**src/rtl/decoder_pkg.sv**
```systemverilog
// decoder_pkg: shared constants, types and helpers for the
// one-hot decode/encode blocks.
package decoder_pkg;

    localparam int DEF_N = 4;
    localparam int DEF_W = $clog2(DEF_N);

    // Widest code the shared helper handles; narrower codes are zero-extended.
    localparam int MAX_N = 64;
    localparam int MAX_W = $clog2(MAX_N);

    typedef enum logic {
        EMPTY = 1'b0,
        FULL  = 1'b1
    } slot_e;

    typedef struct packed {
        logic             err;
        logic [MAX_W-1:0] idx;
    } enc_t;

    // Lowest set bit wins; err flags zero-hot and multi-hot codes.
    function automatic enc_t onehot_to_idx(input logic [MAX_N-1:0] d);
        enc_t        r;
        int unsigned ones;
        r    = '0;
        ones = 0;
        for (int i = MAX_N - 1; i >= 0; i--) begin
            if (d[i]) begin
                r.idx = i[MAX_W-1:0];
                ones++;
            end
        end
        r.err = (ones != 1);
        return r;
    endfunction

endpackage

```
**src/rtl/onehot_encoder_pipe_if.sv**
```systemverilog
// onehot_encoder_pipe_if: input code stream and encoded
// result stream, each with a valid/ready handshake.
interface onehot_encoder_pipe_if
    import decoder_pkg::*;
#(
    parameter int N = DEF_N,
    parameter int W = $clog2(N)
) ();

    logic         in_valid;
    logic         in_ready;
    logic [N-1:0] in_d;

    logic         out_valid;
    logic         out_ready;
    logic [W-1:0] out_a;
    logic         out_err;

    modport master (
        output in_valid,
        output in_d,
        output out_ready,
        input  in_ready,
        input  out_valid,
        input  out_a,
        input  out_err
    );

    modport slave (
        input  in_valid,
        input  in_d,
        input  out_ready,
        output in_ready,
        output out_valid,
        output out_a,
        output out_err
    );

endinterface

```
**src/rtl/onehot_encoder_pipe_prio_enc.sv**
```systemverilog
// onehot_prio_enc: combinational lowest-set-bit encoder
// with zero-hot and multi-hot detection.
module onehot_prio_enc
    import decoder_pkg::*;
#(
    parameter int N = DEF_N,
    parameter int W = $clog2(N)
) (
    input  logic [N-1:0] d,
    output logic [W-1:0] idx,
    output logic         zero,
    output logic         multi
);

    logic [MAX_N-1:0] d_ext;
    enc_t             enc;

    always_comb begin
        d_ext        = '0;
        d_ext[N-1:0] = d;
    end

    assign enc   = onehot_to_idx(d_ext);
    assign idx   = enc.idx[W-1:0];
    assign zero  = ~|d;
    assign multi = enc.err & ~zero;

    // Upper index bits are always zero for codes narrower than MAX_N.
    generate
        if (W < MAX_W) begin : g_hi
            logic unused_idx_hi;
            assign unused_idx_hi = ^enc.idx[MAX_W-1:W];
        end
    endgenerate

endmodule

```
**src/rtl/onehot_encoder_pipe.sv**
```systemverilog
// onehot_encoder_pipe: one-hot to binary index encoder with a
// single registered output slot and error statistics.
module onehot_encoder_pipe
    import decoder_pkg::*;
#(
    parameter int N     = DEF_N,
    parameter int W     = $clog2(N),
    parameter int CNT_W = 8
) (
    input  logic                 clk,
    input  logic                 rst,
    onehot_encoder_pipe_if.slave bus,
    input  logic                 err_clr,
    output logic                 err_sticky,
    output logic [CNT_W-1:0]     err_cnt
);

    localparam logic [CNT_W-1:0] CNT_MAX = '1;

    slot_e            state;
    logic [W-1:0]     a_q;
    logic             err_q;
    logic [CNT_W-1:0] cnt_q;
    logic             sticky_q;

    logic [W-1:0]     enc_idx;
    logic             enc_zero;
    logic             enc_multi;
    logic             enc_err;
    logic             accept;
    logic             acc_err;

    onehot_prio_enc #(
        .N (N),
        .W (W)
    ) u_enc (
        .d     (bus.in_d),
        .idx   (enc_idx),
        .zero  (enc_zero),
        .multi (enc_multi)
    );

    assign enc_err      = enc_zero | enc_multi;
    assign bus.in_ready = (state == EMPTY) || bus.out_ready;
    assign accept       = bus.in_valid && bus.in_ready;
    assign acc_err      = accept && enc_err;

    always_ff @(posedge clk) begin
        if (rst) begin
            state <= EMPTY;
            a_q   <= '0;
            err_q <= 1'b0;
        end else begin
            unique case (state)
                EMPTY: begin
                    if (accept) begin
                        state <= FULL;
                        a_q   <= enc_idx;
                        err_q <= enc_err;
                    end
                end
                FULL: begin
                    if (accept) begin
                        a_q   <= enc_idx;
                        err_q <= enc_err;
                    end else if (bus.out_ready) begin
                        state <= EMPTY;
                    end
                end
                default: state <= EMPTY;
            endcase
        end
    end

    // Clear beats the count, but an error in the clear cycle stays visible.
    always_ff @(posedge clk) begin
        if (rst) begin
            cnt_q    <= '0;
            sticky_q <= 1'b0;
        end else begin
            priority case (1'b1)
                err_clr: begin
                    cnt_q    <= '0;
                    sticky_q <= acc_err;
                end
                acc_err: begin
                    sticky_q <= 1'b1;
                    if (cnt_q != CNT_MAX) begin
                        cnt_q <= cnt_q + 1'b1;
                    end
                end
                default: ;
            endcase
        end
    end

    assign bus.out_valid = (state == FULL);
    assign bus.out_a     = a_q;
    assign bus.out_err   = err_q;
    assign err_sticky    = sticky_q;
    assign err_cnt       = cnt_q;

endmodule
```
**src/flat_wrapper.sv**
```systemverilog
// flat-port wrapper written by rule: the top's interface ports become plain ports
module onehot_encoder_pipe_flat import decoder_pkg::*;
#(
    parameter int N     = DEF_N,
    parameter int W     = $clog2(N),
    parameter int CNT_W = 8
)
  (clk, rst, err_clr, err_sticky, err_cnt, bus_in_valid, bus_in_d, bus_out_ready, bus_in_ready, bus_out_valid, bus_out_a, bus_out_err);
  onehot_encoder_pipe_if #(.N(N), .W(W)) bus_i ();
  input  logic clk;
  input  logic rst;
  input  logic err_clr;
  output logic err_sticky;
  output logic [CNT_W-1:0] err_cnt;
  input wire logic [$bits(bus_i.in_valid)-1:0] bus_in_valid;
  input wire logic [$bits(bus_i.in_d)-1:0] bus_in_d;
  input wire logic [$bits(bus_i.out_ready)-1:0] bus_out_ready;
  output wire logic [$bits(bus_i.in_ready)-1:0] bus_in_ready;
  output wire logic [$bits(bus_i.out_valid)-1:0] bus_out_valid;
  output wire logic [$bits(bus_i.out_a)-1:0] bus_out_a;
  output wire logic [$bits(bus_i.out_err)-1:0] bus_out_err;
  assign bus_i.in_valid = bus_in_valid;
  assign bus_i.in_d = bus_in_d;
  assign bus_i.out_ready = bus_out_ready;
  assign bus_in_ready = bus_i.in_ready;
  assign bus_out_valid = bus_i.out_valid;
  assign bus_out_a = bus_i.out_a;
  assign bus_out_err = bus_i.out_err;
  onehot_encoder_pipe #(.N(N), .W(W), .CNT_W(CNT_W)) u_core (.clk(clk), .rst(rst), .bus(bus_i), .err_clr(err_clr), .err_sticky(err_sticky), .err_cnt(err_cnt));
endmodule
```
**config.mk**
```make
export PLATFORM = sky130hd
export DESIGN_NAME = onehot_encoder_pipe_flat
export DESIGN_NICKNAME = d
export VERILOG_FILES = /design/src/rtl/decoder_pkg.sv /design/src/rtl/onehot_encoder_pipe_if.sv /design/src/rtl/onehot_encoder_pipe_prio_enc.sv /design/src/rtl/onehot_encoder_pipe.sv /design/src/flat_wrapper.sv
export SDC_FILE = /design/constraint.sdc
export NUM_CORES = 1
export LEC_CHECK = 0
export ABC_AREA = 0
export BUFFER_PORTS_ARGS = -buffer_cell sky130_fd_sc_hd__buf_2
export CORE_MARGIN = 8
export CORE_UTILIZATION = 40
export DETAILED_ROUTE_END_ITERATION = 10
export SETUP_SLACK_MARGIN = 0.1
export SYNTH_ARGS = -nofsm -noshare
export SYNTH_HDL_FRONTEND = slang
export SYNTH_SLANG_ARGS = --single-unit
```
**constraint.sdc**
```tcl
create_clock -name clk -period 8 [get_ports clk]
set_clock_uncertainty 0.2 [all_clocks]
set_input_delay 1.6 -clock clk [delete_from_list [all_inputs] [get_ports clk]]
set_output_delay 1.6 -clock clk [all_outputs]
set_load 0.02 [all_outputs]
```
==> flow_summary.ini <==
[outcome]
outcome = completed

[drt]
drt_iter0_markers = 5
wire_per_inst_um = 12.8
vias_per_cell = 5.33
dr.pass1.iters = 4
m1WireLength_um = 700
antenna_left = 0
wirelength_um = 1710
highest_layer = met4
drc = 0
route.met3.wl_um = 123
met2_length_um = 876
vias = 714

[yosys]
yosysMostFrequentCell = dfxtp_1
syn-num-nets = 101
yosysWarnings = 0
synth_ff_type = dfxtp_1
synth_cell_types = 32
yosysTopAreaCell = dfxtp_1
synth.avg_cell_area_um2 = 8.66
synth_edf_count = 0
synth_commonest_cells = dfxtp_1 (13), a21oi_1 (10), ha_1 (6), nand2_1 (6)
async_flop_share_pct = 0
synth_top_area_share_pct = 35.0
synthTopCellsByArea = dfxtp_1 (35%), ha_1 (10%), a21oi_1 (6.7%)
yosys_register_bits = 13
ys_seq_area_share_pct = 35.0
syn_inst = 86
synthesis.area_um2 = 744

[layout]
final_layout_size_suffix_gt1_share_pct = 29.4
areaGrowthSynthToFinish_pct = 19.0
layout.nets = 125
final_core_util_pct = 50.8
diodes = 0
finalNonFillerCells = 134

[floorplanning]
initial_core_util_pct = 42.7
placementRows = 15
die-width_um = 59.1
die_h_um = 59.1
io_pins = 23
dieArea_um2 = 3500
core-area_um2 = 1750

[sta]
tightest_slew_ns = 0.302
hold_viol_final = 0
fin_crit_ns = 3.87
setup_violations = 0
relSlewSlack_pct = 79.7
worst_slack_ns = 4.13
post-route-period-util_pct = 48.3
fmax_ghz = 0.259
drv_slew = 0
setup_tns_ns = 0
rsz0062_at_grt = false

[clock_network]
htreeDepth = 1
cts_tree = done
cts_setup_buffers = 0
cts.hold.buffers_added = 0
clk_path_buf_depth = 2
root_buffer = clkbuf_4
clk_latency_ns = 0.27
clk_pin_slew_worst_paths_ns = 0.08
cts_made_buffers = 3
cts_resized = 0
clock-sinks = 13

[global_route]
grt_usage_pct = 10.6
grt_pass1_wl_um = 2900
antenna_found_initial = 0
grt_pass1_vias = 701
overflow = 0
grt_max_degree = 13

[power_and_ir_drop]
leakage_uw = 0.000378
power_density_nw_per_um2 = 150
power.total_uw = 133
vdd_ir_drop_max_mv = 0.101

[placed_design]
pre_cts_slack_ns = 3.86
io_buffers = 22
gp_congestion = 0.758
dp.cells = 130
dp_hpwl_um = 1340

[worst_setup_path]
critPathArrivalTime_ns = 3.87
worst_setup_path_end_kind = flop
path_class = primary input to flop
crit_fanout = 12
cp.required_ns = 8.00
start_kind = primary input

[min_path]
hp-class = flop to flop

[run]
drv_cap = 0
-- through the flow --
step | hold slack [ns] | cell area (um^2)
5_1_grt | 0.296 | 886
3_3_place_gp | 0.240 | 860
6_report | 0.261 | 886
4_1_cts | 0.264 | 886
2_1_floorplan | 0.324 | 744
3_5_place_dp | 0.251 | 860
-- critical path, cell delays in order --
cell and delay (ns):
buf_2 0.09, inv_1 0.06, ha_1 0.36, xor2_1 0.18, ha_1 0.29, and4b_1 0.18
a22oi_1 0.22, nand3_2 0.27, or4_1 0.45, a21oi_1 0.16
-- worst paths after layout --
| check | from | end | slack, ns | depth (start not counted) |
|---|---|---|---|---|
| hold / removal | u_core.bus.out_a[1]$_SDFFE_PP0P_ | u_core.bus.out_a[1]$_SDFFE_PP0P_ | 0.26 | 2 |
| hold reg to reg | u_core.bus.out_a[1]$_SDFFE_PP0P_ | u_core.bus.out_a[1]$_SDFFE_PP0P_ | 0.26 | 2 |
| setup reg to reg | u_core.err_cnt[0]$_SDFFE_PP0P_ | u_core.err_cnt[7]$_SDFFE_PP0P_ | 6.12 | 6 |
| setup / recovery | bus_in_d[2] | u_core.err_cnt[7]$_SDFFE_PP0P_ | 4.13 | 10 |
-- kinds of logic (layout without fill, tap and decap cells) --
family,Yosys count,after routing,synth area share (%)
and+or+nand+nor,36,36,28.1
DFF,13,13,35.0
xor gates and xnor gates,3,3,3.53
adders and majority gates,6,6,10.1
AOI/OAI and AO/OA,20,20,17.3
buffers and inverters,8,31,6.05
-- where the power goes --
group	total (uW)	switching, uW	internal, uW
Clock	40.4	21.1	19.3
Sequential	68.0	1.28	66.8
Combinational	24.7	15.5	9.25
Total	133	37.8	95.3
-- layout make-up --
cell class	instances	area (um^2)
Clock buffer	4	26.3
Fill cell	196	860
Inverter	5	18.8
Multi-Input combinational cell	65	439
Sequential cell	13	260
Tap cell	25	31.3
Timing Repair Buffer	22	110
-- state kept, by name, summed over array words and instances, names as in the netlist --
| register | count |
|---|---|
| u_core.err_cnt | 8 |
| u_core.err_sticky | 1 |
| u_core.bus.out_err | 1 |
| u_core.bus.out_a | 2 |
| u_core.bus.out_valid | 1 |
-- cells in the final DEF (no fill, tap or decap), drive strengths merged, types with 5 or more instances in the layout --
cell / count
ha: 6
inv: 5
buf: 22
dfxtp: 13
nand3: 6
nand2: 6
a21oi: 10
nor2: 5
-- routing by layer --
layer | vias to the layer above | global-route usage [%]
li1 | 361 | -
met1 | 332 | 10.1
met2 | 19 | 19.9
met3 | 2 | 5.21
met4 | 0 | 2.05
met5 | - | 0
Power figures use the tool's default switching activity.
